[config.mk]
export PLATFORM = sky130hd
export DESIGN_NAME = m_mem_access
export DESIGN_NICKNAME = d
export VERILOG_FILES = /design/src/rtl/m_mem_access.sv
export SDC_FILE = /design/constraint.sdc
export NUM_CORES = 1
export LEC_CHECK = 0
export BUFFER_PORTS_ARGS = -buffer_cell sky130_fd_sc_hd__buf_2
export CORE_MARGIN = 2
export CORE_UTILIZATION = 30
export DETAILED_ROUTE_END_ITERATION = 12
export SLEW_MARGIN = 30
export SYNTH_ARGS = -nofsm -noshare
export SYNTH_HDL_FRONTEND = slang
export SYNTH_SLANG_ARGS = --single-unit
[constraint.sdc]
create_clock -name clk -period 2.5 [get_ports clk]
set_input_delay 0.125 -clock clk [delete_from_list [all_inputs] [get_ports clk]]
set_output_delay 0.125 -clock clk [all_outputs]
set_load 0.02 [all_outputs]
[src/rtl/m_mem_access.sv]
// M-stage data-memory access controller: issues req/ack transactions for loads
// and stores, stalls the pipeline while outstanding, and extends load data.
module m_mem_access #(
  parameter int MAX_WAIT = 15
) (
  input  logic        clk,
  input  logic        reset,
  input  logic        m_load,
  input  logic        m_store,
  input  logic [1:0]  m_size,
  input  logic        m_signed,
  input  logic [31:0] m_addr,
  input  logic [31:0] m_wdata,
  output logic        m_stall,
  output logic [31:0] m_rdata,
  output logic        m_rdata_valid,
  output logic        m_addr_err,
  output logic        m_bus_err,
  output logic        mem_req,
  output logic        mem_we,
  output logic [31:0] mem_addr,
  output logic [3:0]  mem_be,
  output logic [31:0] mem_wdata,
  input  logic [31:0] mem_rdata,
  input  logic        mem_ack
);

  typedef enum logic [1:0] {IDLE, ACCESS, DONE} state_t;

  state_t      state_q, state_d;
  logic        req_q, req_d, we_q, we_d;
  logic [31:0] addr_q, addr_d, wdata_q, wdata_d, rdata_q, rdata_d;
  logic [3:0]  be_q, be_d;
  logic        rdv_q, rdv_d, berr_q, berr_d;
  logic [7:0]  cnt_q, cnt_d;
  // Load shape is captured at issue so extension does not depend on E/M staying frozen.
  logic [1:0]  sz_q, sz_d, lane_q, lane_d;
  logic        sgn_q, sgn_d, ld_q, ld_d;

  logic        any_op, aligned, acc_ok;
  logic [3:0]  be_new;
  logic [31:0] wd_new, ld_ext;
  logic [7:0]  ld_b;
  logic [15:0] ld_h;

  always_comb begin
    any_op  = m_load | m_store;
    aligned = (m_size == 2'b00) ||
              (m_size == 2'b01 && !m_addr[0]) ||
              (m_size == 2'b10 && m_addr[1:0] == 2'b00);
    acc_ok  = (m_load ^ m_store) && (m_size != 2'b11) && aligned;
    case (m_size)
      2'b00:   begin be_new = 4'b0001 << m_addr[1:0]; wd_new = {4{m_wdata[7:0]}};  end
      2'b01:   begin be_new = 4'b0011 << m_addr[1:0]; wd_new = {2{m_wdata[15:0]}}; end
      default: begin be_new = 4'b1111;                wd_new = m_wdata;            end
    endcase
  end

  always_comb begin
    ld_b = mem_rdata[8*lane_q +: 8];
    ld_h = mem_rdata[16*lane_q[1] +: 16];
    case (sz_q)
      2'b00:   ld_ext = {{24{sgn_q & ld_b[7]}}, ld_b};
      2'b01:   ld_ext = {{16{sgn_q & ld_h[15]}}, ld_h};
      default: ld_ext = mem_rdata;
    endcase
  end

  always_comb begin
    state_d = state_q;
    req_d   = req_q;
    we_d    = we_q;
    addr_d  = addr_q;
    be_d    = be_q;
    wdata_d = wdata_q;
    rdata_d = rdata_q;
    cnt_d   = cnt_q;
    sz_d    = sz_q;
    lane_d  = lane_q;
    sgn_d   = sgn_q;
    ld_d    = ld_q;
    rdv_d   = 1'b0;
    berr_d  = 1'b0;
    case (state_q)
      IDLE: if (acc_ok) begin
        state_d = ACCESS;
        req_d   = 1'b1;
        we_d    = m_store;
        addr_d  = {m_addr[31:2], 2'b00};
        be_d    = be_new;
        wdata_d = wd_new;
        cnt_d   = '0;
        sz_d    = m_size;
        lane_d  = m_addr[1:0];
        sgn_d   = m_signed;
        ld_d    = m_load;
      end
      ACCESS: begin
        cnt_d = cnt_q + 8'd1;
        // An ack in the final watchdog cycle still wins over the abort.
        if (mem_ack) begin
          state_d = DONE;
          req_d   = 1'b0;
          rdata_d = ld_q ? ld_ext : '0;
          rdv_d   = 1'b1;
        end else if (cnt_q == 8'(MAX_WAIT - 1)) begin
          state_d = DONE;
          req_d   = 1'b0;
          rdata_d = '0;
          rdv_d   = 1'b1;
          berr_d  = 1'b1;
        end
      end
      default: state_d = IDLE;
    endcase
  end

  always_ff @(posedge clk) begin
    if (reset) begin
      state_q <= IDLE;
      req_q   <= 1'b0;
      we_q    <= 1'b0;
      addr_q  <= '0;
      be_q    <= '0;
      wdata_q <= '0;
      rdata_q <= '0;
      rdv_q   <= 1'b0;
      berr_q  <= 1'b0;
      cnt_q   <= '0;
      sz_q    <= '0;
      lane_q  <= '0;
      sgn_q   <= 1'b0;
      ld_q    <= 1'b0;
    end else begin
      state_q <= state_d;
      req_q   <= req_d;
      we_q    <= we_d;
      addr_q  <= addr_d;
      be_q    <= be_d;
      wdata_q <= wdata_d;
      rdata_q <= rdata_d;
      rdv_q   <= rdv_d;
      berr_q  <= berr_d;
      cnt_q   <= cnt_d;
      sz_q    <= sz_d;
      lane_q  <= lane_d;
      sgn_q   <= sgn_d;
      ld_q    <= ld_d;
    end
  end

  assign m_stall       = !reset && ((state_q == IDLE && acc_ok) || state_q == ACCESS);
  assign m_addr_err    = !reset && state_q == IDLE && any_op && !acc_ok;
  assign m_rdata       = rdata_q;
  assign m_rdata_valid = rdv_q;
  assign m_bus_err     = berr_q;
  assign mem_req       = req_q;
  assign mem_we        = we_q;
  assign mem_addr      = addr_q;
  assign mem_be        = be_q;
  assign mem_wdata     = wdata_q;

endmodule
==> summary.md, run 1 <==
| Metric | Value |
|---|---|
| # Post-CTS Setup Buffers | `0` |
| Final setup viols | `0` |
| EDFF count, synth | `0` |
| Leak | `3.32 nW` |
| Final hold violations | `0` |
| Post-DR vias/cell | `4.87` |
| Diodes inserted | `0` |
| Yosys top cell by area | `dfxtp_1` |
| Area grow syn2layout | `46.7%` |
| Post-Place Cell Area | `6480 um^2` |
| Initial antenna violation count | `0` |
| Ys async rst share | `0` |
| Root Driver | `clkbuf_16` |
| Area share of the largest cell type after synthesis | `0.454` |
| Routed len/inst | `14.7 um` |
| #FFs+latches synth | `118` |
| CP arrival | `1.94 ns` |
| Clk_lat worst skew | `0.41 ns` |
| Starting density of the core | `0.304` |
| Worst Max-Slew Pin Slew | `0.576 ns` |
| Chip width | `136 um` |
| CTS H-tree depth | `4` |
| Startpoint types | `input port` |
| Distinct cells, synth | `51` |
| Crit. End Element | `output pin` |
| Setup TNS | `0 ns` |
| DP Wirelength | `10.8 mm` |
| WP data required | `2.38 ns` |
| Synthesized area per cell | `8.40 um^2` |
| CTS clk-pin slew, worst paths | `0.05 ns` |
| Sequential element share of the synthesized area | `0.454` |
| Slew HR | `0.615` |
| Tcrit/Tclk final | `0.824` |
| Largest net degree at the start of global routing | `50` |
| Tot Pwr | `0.00548 W` |
| Critical path class | `input port to output pin` |
| CTS tree | `done` |
| Initial DRT Pass Iterations | `4` |
| # resized after CTS | `0` |
| Power Density | `717 nW/um^2` |
| TritonCTS Buffers | `17` |
| Max frequency | `485 MHz` |
| Top post-synthesis cells by area | `dfxtp_1 45%, nand2_1 9.2%, a21oi_1 6.6%` |
| I/O Buffers | `207` |
| Fin crit period | `2.06 ns` |
| MaxCap Viol Count | `0` |
| Post-Syn Area | `5210 um^2` |
| RSZ-0062 raised after global routing | `no` |
| # DRC | `0` |
| Via count | `5362` |
| Slew Viols, Final | `0` |
| Share of layout cells above drive strength 1 | `0.301` |
| Placer Congestion | `0.814` |
| Clock Tree Buf Depth | `2` |
| IO Count | `210` |
| Grt total ovfl | `0` |
| First-pass GRT wire length | `25.7 mm` |
| Number of DRC markers in iteration 0 | `269` |
| Most used DFF post-synth | `dfxtp_1` |
| Die footprint | `18400 um^2` |
| Chip Height | `136 um` |
| Rows | `48` |
| Peak supply drop | `0.000436 V` |
| Routed Wire Length | `16.2 mm` |
| Final setup skew | `0.0113 ns` |
| Outcome | `completed` |
| Vias in the first global route | `5113` |
| Sink Count | `118` |
| Tot GR Track Use | `0.175` |
| Layout net count | `971` |
| Hold Crit Class | `input port to flop` |
| Yosys warning total | `0` |
| Synthesized instance count | `620` |
| Routed Antenna Nets | `0` |
| Peak fanout along the critical path | `7` |
| CORE AREA | `17100 um^2` |
| Hold-fix buffers, CTS | `52` |
| Post-route cell area | `7640 um^2` |
[through the flow]
stage / std cells / util / setup WS (ns) / hold WS, ns
floorplan: 621 / - / 0.614 / 0.201
global placement: 1018 / 0.379 / 0.573 / 0.366
detailed placement: 1018 / 0.379 / 0.512 / 0.364
CTS: 1102 / 0.446 / 0.453 / 0.00506
global route: 1102 / 0.446 / 0.353 / 0.0265
finish: 1102 / 0.446 / 0.440 / 0.0268
[worst max-delay path: stages]
cell and delay, ns:
dlygate4sd3_1 0.53, buf_2 0.13, inv_1 0.04, ha_1 0.31
o211ai_1 0.23, buf_4 0.25, a21oi_1 0.13, buf_2 0.18
[state kept, by name, indices dropped and copies added (netlist names)]
register,count
cnt_q,8
lane_q,2
ld_q,1
m_bus_err,1
m_rdata,32
m_rdata_valid,1
mem_addr,30
mem_be,4
mem_req,1
mem_wdata,32
mem_we,1
sgn_q,1
state_q,2
sz_q,2
[placed cells by master, fill, tap and decap left out, drive strengths merged, types with 4 or more instances in the layout]
cell type	n
inv	10
or3	7
nor2b	4
o221ai	6
o2bb2ai	5
nor3	13
a32o	8
a311oi	10
a22o	17
nor2	30
dlygate4sd3	52
and3b	5
buf	222
clkbuf	21
dfxtp	118
a21oi	69
clkinv	5
a211oi	8
nand2	127
mux2i	25
nand3	4
bufinv	4
and3	4
o21ai	27
a211o	6
nand2b	29
[kinds of logic after synthesis]
group	synth area share
adders and majority gates	0.00721
and+or+nand+nor	0.209
DFF	0.454
other	0.000720
muxes	0.0524
xor gates and xnor gates	0.00505
buffers and inverters	0.0468
AOI/OAI and AO/OA	0.225
[final cells by class]
| type | instances | area, um^2 |
|---|---|---|
| Clock buffer | 21 | 460 |
| Inverter | 9 | 33.8 |
| Fill cell | 1711 | 9480 |
| Multi-Input combinational cell | 444 | 2620 |
| Clock inverter | 11 | 173 |
| Tap cell | 225 | 282 |
| Sequential cell | 118 | 2360 |
| Timing Repair Buffer | 274 | 1710 |
[path summary, 6_finish.rpt]
| path | slack (ns) | to | cells past startpoint | from |
|---|---|---|---|---|
| setup / recovery | 0.44 | m_stall | 8 | m_load |
| hold / removal | 0.03 | m_rdata[6]$_SDFFE_PP0P_ | 3 | mem_rdata[6] |
| setup reg to reg | 0.49 | m_rdata[31]$_SDFFE_PP0P_ | 5 | lane_q[0]$_SDFFE_PP0P_ |
| hold reg to reg | 0.45 | mem_addr[20]$_SDFFE_PP0P_ | 2 | mem_addr[20]$_SDFFE_PP0P_ |
[cells in the mapped netlist, drive strengths merged (2+ instances only)]
library cell,number
inv,9
clkbuf,42
mux2i,25
and3,4
xor2,2
buf,8
mux2,2
a21oi,69
nand2b,29
nor2b,4
or3,7
o22ai,3
nor3,13
a22o,17
nand4,2
a211o,6
a311oi,10
nor4,2
a211oi,8
nand2,127
o21a,3
and3b,5
o211ai,2
nand3,4
nor2,30
o21ai,27
dfxtp,118
a31oi,3
a32o,8
o221ai,6
ha,3
o2bb2ai,5
nand4b,2
[report_power, final]
| group | leakage, nW | switching, W | internal (W) |
|---|---|---|---|
| sequential | 0.960 | 0.0000520 | 0.00197 |
| combinational | 2.05 | 0.000496 | 0.000342 |
| clock | 0.308 | 0.000891 | 0.00173 |
[routing by layer]
layer / part of all wire / vias to the layer above / track usage
met1: 0.43 / 2499 / 0.220
li1: - / 2666 / -
met2: 0.48 / 175 / 0.282
met3: 0.078 / 22 / 0.0617
met5: 0 / - / 0
met4: 0.015 / 0 / 0.0527
Power figures use the tool's default switching activity.
==> run 2: changes to the inputs <==
==> constraint.sdc (replaced) <==
create_clock -name clk -period 2 [get_ports clk]
set_input_delay 0.1 -clock clk [delete_from_list [all_inputs] [get_ports clk]]
set_output_delay 0.1 -clock clk [all_outputs]
set_load 0.02 [all_outputs]
==> run 2 against run 1 <==
Against the previous run:
- count of clock-buffer cells in the layout is 2 higher
- final cell count up 1.1%
- worst setup slack worse by 0.32 ns
- clock skew is 0.0071 ns higher
- power increased by 25%
- combinational power up 29%
- sequential power grew 25%
- first-iteration DRC count is 24% higher
- flip-flop and latch count stayed put
- global-route usage decreased by 0.094 points
- non-clock buffer count grew 13
- largest cell class unchanged
==> summary.md, run 2 (synthesized netlist as in run 1, its figures left out) <==
| Metric | Value |
|---|---|
| MaxCap Viol Count | `0 (unchanged)` |
| Layout net count | `984 (+1.3%)` |
| Global routing usage on met2 | `0.285 (+0.00224)` |
| Root Driver | `clkbuf_16` |
| WP data required | `1.90 ns (-0.48 ns)` |
| CTS tree | `done` |
| Via count | `5350 (-0.22%)` |
| CP arrival | `1.78 ns (-0.16 ns)` |
| Power Density | `884 nW/um^2 (+23%)` |
| RSZ-0062 raised after global routing | `no` |
| Slew HR | `0.654 (+0.0390)` |
| Slew Viols, Final | `0 (unchanged)` |
| Worst hold slack | `0.0114 ns (-0.0154 ns)` |
| Placed insts | `1022 (+0.39%)` |
| Area grow syn2layout | `49.1%` |
| Chip width | `136 um (unchanged)` |
| Tot GR Track Use | `0.174 (-0.000937)` |
| Hold Crit Class | `input port to flop` |
| Peak supply drop | `0.000571 V (+31%)` |
| Placer Congestion | `0.807 (-0.93%)` |
| Leading cell type in the layout, fill and taps excluded | `buf_2` |
| Peak fanout along the critical path | `13 (+6)` |
| Grt met3 use | `0.0587 (-0.00299)` |
| Tcrit/Tclk final | `0.939` |
| Initial antenna violation count | `0 (unchanged)` |
| Fin crit period | `1.88 ns` |
| Worst Max-Slew Pin Slew | `0.520 ns (-0.0563 ns)` |
| First-pass GRT wire length | `25.5 mm (-0.83%)` |
| Diodes inserted | `0 (unchanged)` |
| Starting density of the core | `0.304 (unchanged)` |
| Post-DR vias/cell | `4.80 (-1.3%)` |
| Fill count | `1684 (-1.6%)` |
| Max frequency | `533 MHz` |
| Routed len/inst | `14.5 um (-1.4%)` |
| Number of DRC markers in iteration 0 | `334 (+24%)` |
| Critical path class | `input port to output pin` |
| GRT busiest layer | `met2` |
| Final setup viols | `0 (unchanged)` |
| # DRC | `0 (unchanged)` |
| # Post-CTS Setup Buffers | `0 (unchanged)` |
| Rows | `48 (unchanged)` |
| Largest net degree at the start of global routing | `83 (+66%)` |
| TritonCTS Buffers | `17 (unchanged)` |
| Leak | `3.37 nW (+1.6%)` |
| Clk_lat worst skew | `0.42 ns (about the same)` |
| Routed Wire Length | `16.1 mm (-0.36%)` |
| CTS clk-pin slew, worst paths | `0.05 ns (about the same)` |
| Final core utilization | `0.454 (+0.00738)` |
| Routed Antenna Nets | `0 (unchanged)` |
| IO Count | `210 (unchanged)` |
| Sink Count | `118 (unchanged)` |
| Sequential cell area | `2360 um^2 (unchanged)` |
| I/O Buffers | `207 (unchanged)` |
| Most frequent cells in the layout | `205 x buf_2, 127 x nand2_1, 118 x dfxtp_1, 68 x a21oi_1, 61 x dlygate4sd3_1` |
| Multi-input gate area | `2630 um^2 (+0.33%)` |
| Crit. End Element | `output pin` |
| DP Wirelength | `10.7 mm (-0.56%)` |
| CORE AREA | `17100 um^2 (unchanged)` |
| Grt total ovfl | `0 (unchanged)` |
| Startpoint types | `input port` |
| Final hold violations | `0 (unchanged)` |
| CTS H-tree depth | `4 (unchanged)` |
| Grt met1 use | `0.216 (-0.00347)` |
| Chip Height | `136 um (unchanged)` |
| Clock Tree Buf Depth | `2 (unchanged)` |
| Initial DRT Pass Iterations | `5 (+1)` |
| Layout Cells excl Fill | `1114 (+1.1%)` |
| Outcome | `completed` |
| Final setup skew | `0.0184 ns (+0.00713 ns)` |
| Share of layout cells above drive strength 1 | `0.301 (+0.000436)` |
| Die footprint | `18400 um^2 (unchanged)` |
| Setup TNS | `0 ns (unchanged)` |
| Vias in the first global route | `5190 (+1.5%)` |
## run 2: power by group
part	internal (W)	switching, W	leakage (nW)
Sequential	0.00247	0.0000603	0.960
Combinational	0.000446	0.000630	2.11
Clock	0.00217	0.00109	0.303
## run 2: critical path: stages
cell           delay [ns]
dlygate4sd3_1        0.53
buf_2                0.12
inv_1                0.04
ha_1                 0.32
o211ai_1             0.16
buf_4                0.26
a21oi_2              0.07
buf_4                0.18
## run 2: per-stage QoR
| step | total power (W) | setup WS (ns) | instance area [um^2] |
|---|---|---|---|
| after global placement | 0.00355 | 0.192 | 6520 |
| after CTS | 0.00693 | 0.0214 | 7750 |
| after detailed placement | 0.00355 | 0.164 | 6520 |
| after global routing | 0.00714 | 0.0166 | 7760 |
| final | 0.00687 | 0.122 | 7760 |
| after floorplan | 0.00317 | 0.114 | 5210 |
## run 2: what timing repair did
item	in CTS	in global routing
resized for setup	0	4
endpoints found under the hold margin	65	0
hold buffers	61	0
setup endpoints to repair	0	17
## run 2: worst paths after layout
check | start | end | slack (ns) | depth (start not counted)
worst max register to register | sz_q[1]$_SDFFE_PP0P_ | m_rdata[23]$_SDFFE_PP0P_ | 0.16 | 5
worst min-delay path | mem_rdata[22] | m_rdata[22]$_SDFFE_PP0P_ | 0.01 | 3
worst min register to register | mem_addr[19]$_SDFFE_PP0P_ | mem_addr[19]$_SDFFE_PP0P_ | 0.45 | 2
worst max-delay path | m_load | m_stall | 0.12 | 8
## run 2: cell type report
type	instances	share of cell area
Tap cell	225	0.0363
Sequential cell	118	0.304
Clock inverter	8	0.0189
Inverter	9	0.00435
Clock buffer	23	0.0616
Multi-Input combinational cell	444	0.338
Timing Repair Buffer	287	0.236
## run 2: per-layer routing
layer	part of all wire	routed length [um]	vias to the layer above
met2	0.48	7690	156
li1	-	-	2690
met1	0.44	7150	2484
met3	0.065	1040	20
met4	0.015	236	0
met5	0	0	-
==> run 3: changes to the inputs <==
--- a/config.mk
+++ b/config.mk
@@ -6,6 +6,7 @@
 export NUM_CORES = 1
 export LEC_CHECK = 0
 export BUFFER_PORTS_ARGS = -buffer_cell sky130_fd_sc_hd__buf_2
+export CORE_ASPECT_RATIO = 1.2
 export CORE_MARGIN = 2
 export CORE_UTILIZATION = 30
 export DETAILED_ROUTE_END_ITERATION = 12
==> run 3 against run 2 <==
Against the previous run:
- clock power shrank 7.1%
- die area is essentially flat
- largest cell class unchanged
- wire length grew 2.2%
==> summary.md, run 3 (synthesized netlist as in run 1, its figures left out) <==
| Metric | Value |
|---|---|
| Worst path buffer plus inverter count | `1 (-4)` |
| I/O Buffers | `207 (unchanged)` |
| Fill count | `1650 (-2.0%)` |
| Slew HR | `0.615 (-0.0385)` |
| Initial antenna violation count | `2 (+2)` |
| Hold Path Origin | `m_size[0]` |
| Final setup viols | `0 (unchanged)` |
| Clock Tree Buf Depth | `2 (unchanged)` |
| Crit. End Element | `flop` |
| Power Density | `862 nW/um^2 (-2.5%)` |
| Critical path class | `flop to flop` |
| Die footprint | `18400 um^2 (about the same)` |
| Slew Viols, Final | `0 (unchanged)` |
| Clk_lat worst skew | `0.42 ns (about the same)` |
| CP top delay family | `compound AO/OA/AOI/OAI gates` |
| CP Cell Sequence | `or3b_4 > o32a_4 > a2111oi_4 > buf_4 > a22o_1` |
| CORE AREA | `16900 um^2 (-1.2%)` |
| Outcome | `completed` |
| CTS tree | `done` |
| Largest net degree at the start of global routing | `72 (-13%)` |
| Hold Path Cell Cnt | `3 (unchanged)` |
| Routed Wire Length | `16.5 mm (+2.2%)` |
| Leak | `3.35 nW (-0.60%)` |
| Worst hold slack | `0.0147 ns (+0.00323 ns)` |
| Peak fanout along the critical path | `16 (+3)` |
| Final setup skew | `0.00973 ns (-0.00870 ns)` |
| Hold Crit Class | `input port to flop` |
| MaxCap Viol Count | `0 (unchanged)` |
| Placer Congestion | `0.801 (-0.74%)` |
| Rows | `52 (+8.3%)` |
| CTS clk-pin slew, worst paths | `0.05 ns (about the same)` |
| Sink Count | `118 (unchanged)` |
| Via count | `5398 (+0.90%)` |
| Layout net count | `982 (-0.20%)` |
| Initial DRT Pass Iterations | `4 (-1)` |
| Worst Hold End | `sz_q[0]$_SDFFE_PP0P_` |
| # DRC | `0 (unchanged)` |
| Routed Antenna Nets | `0 (unchanged)` |
| Startpoint types | `flop` |
| CP arrival | `2.17 ns (+0.39 ns)` |
| Peak supply drop | `0.000515 V (-9.8%)` |
| Area grow syn2layout | `47.7%` |
| Share of layout cells above drive strength 1 | `0.301 (about the same)` |
| IO Count | `210 (unchanged)` |
| Routed len/inst | `14.9 um (+3.1%)` |
| Final hold violations | `0 (unchanged)` |
| Tcrit/Tclk final | `0.907 (-0.0318)` |
| Number of DRC markers in iteration 0 | `288 (-14%)` |
| Reg2reg setup slack | `0.19 ns (+0.03 ns)` |
| Chip Height | `148 um (+9.3%)` |
| Post-DR vias/cell | `4.89 (+1.8%)` |
| CP max stage cell | `or3b_4` |
| CTS H-tree depth | `4 (unchanged)` |
| Grt total ovfl | `0 (unchanged)` |
| Worst reg2reg path depth | `5 (unchanged)` |
| Setup TNS | `0 ns (unchanged)` |
| Leading cell type in the layout, fill and taps excluded | `buf_2` |
| Tot GR Track Use | `0.177 (+0.00271)` |
| Chip width | `124 um (-8.5%)` |
| WP data required | `2.36 ns (+0.46 ns)` |
| TritonCTS Buffers | `17 (unchanged)` |
| R2R Path End | `m_rdata[28]$_SDFFE_PP0P_` |
| First-pass GRT wire length | `26.5 mm (+3.7%)` |
| Starting density of the core | `0.308 (+0.00360)` |
| Fin crit period | `1.81 ns (-0.0635 ns)` |
| Root Driver | `clkbuf_16` |
| Vias in the first global route | `5228 (+0.73%)` |
| Max frequency | `551 MHz (+3.5%)` |
| Worst Max-Slew Pin Slew | `0.575 ns (+0.0557 ns)` |
| DP Wirelength | `11.1 mm (+3.4%)` |
| CP peak stage delay | `0.42 ns (-0.11 ns)` |
| RSZ-0062 raised after global routing | `no` |
| RR Startpoint | `sz_q[1]$_SDFFE_PP0P_` |
| Most frequent cells in the layout | `206 x buf_2, 127 x nand2_1, 118 x dfxtp_1, 69 x a21oi_1, 58 x dlygate4sd3_1` |
==> run 3: changes by cell type in the layout (fill, tap and decap cells not counted), moves of 2 or more <==
| cell | change |
|---|---|
| clkbuf_8 | -2 |
| dlygate4sd3_1 | -3 |
| clkinv_2 | +3 |
| diode_2 | +2 |
==> run 3: area by class of cell <==
cell class,count,area (um^2),share of cell area
repair buffers,285,1820,0.237
flip-flops and latches,118,2360,0.307
clock buffers,20,447,0.0581
multi-input cells,444,2620,0.340
clock inverters,10,131,0.0171
well taps,216,270,0.0351
diodes,2,5.00,0.000651
inverters,9,33.8,0.00439
==> run 3: what timing repair did <==
action | 4_1_cts | 5_1_grt
resized for setup | 0 | 1
hold buffers | 58 | 0
setup buffers | 0 | 1
endpoints found under the setup margin | 0 | 2
endpoints found under the hold margin | 58 | 0
==> run 3: how the worst max path moves through the flow <==
stage | to | slack (ns) | cells after the start | startpoint
6_report | m_rdata[28]$_SDFFE_PP0P_ | 0.19 | 5 | sz_q[1]$_SDFFE_PP0P_
5_1_grt | m_rdata[29]$_SDFFE_PP0P_ | 0.11 | 6 | sz_q[1]$_SDFFE_PP0P_
4_1_cts | m_stall | 0.04 | 5 | state_q[1]$_SDFFE_PP0P_
3_5_place_dp | m_rdata[28]$_SDFFE_PP0P_ | 0.15 | 6 | sz_q[1]$_SDFFE_PP0P_
3_3_place_gp | m_rdata[16]$_SDFFE_PP0P_ | 0.20 | 6 | sz_q[1]$_SDFFE_PP0P_
2_1_floorplan | m_rdata[21]$_SDFFE_PP0P_ | 0.11 | 6 | lane_q[0]$_SDFFE_PP0P_
==> run 3: through the flow <==
| stage | worst slack, ns | instance area, um^2 | power (W) | cells | util |
|---|---|---|---|---|---|
| after floorplan | 0.114 | 5210 | 0.00317 | 621 | - |
| after global placement | 0.198 | 6520 | 0.00355 | 1013 | 0.385 |
| after detailed placement | 0.148 | 6520 | 0.00356 | 1013 | 0.385 |
| after CTS | 0.0413 | 7670 | 0.00672 | 1101 | 0.454 |
| after global routing | 0.111 | 7690 | 0.00695 | 1104 | 0.455 |
| final | 0.186 | 7690 | 0.00663 | 1104 | 0.455 |
==> run 3: report_power, final <==
group / total [W] / leakage (nW) / internal [W] / switching [W]
registers: 0.00252 / 0.960 / 0.00247 / 0.0000564
logic: 0.00108 / 2.11 / 0.000446 / 0.000630
clock network: 0.00303 / 0.285 / 0.00196 / 0.00107
total: 0.00663 / 3.35 / 0.00488 / 0.00175
==> run 3: per-layer routing <==
layer | up-vias | routed length [um] | track usage
li1 | 2691 | - | -
met1 | 2489 | 6770 | 0.205
met2 | 176 | 8080 | 0.293
met3 | 42 | 1080 | 0.0561
met4 | 0 | 540 | 0.0927
met5 | - | 0 | 0
==> run 3: tightest hold or removal path: stages <==
cell	delay, ns
buf_2	0.12
nand2_1	0.09
a21oi_1	0.06
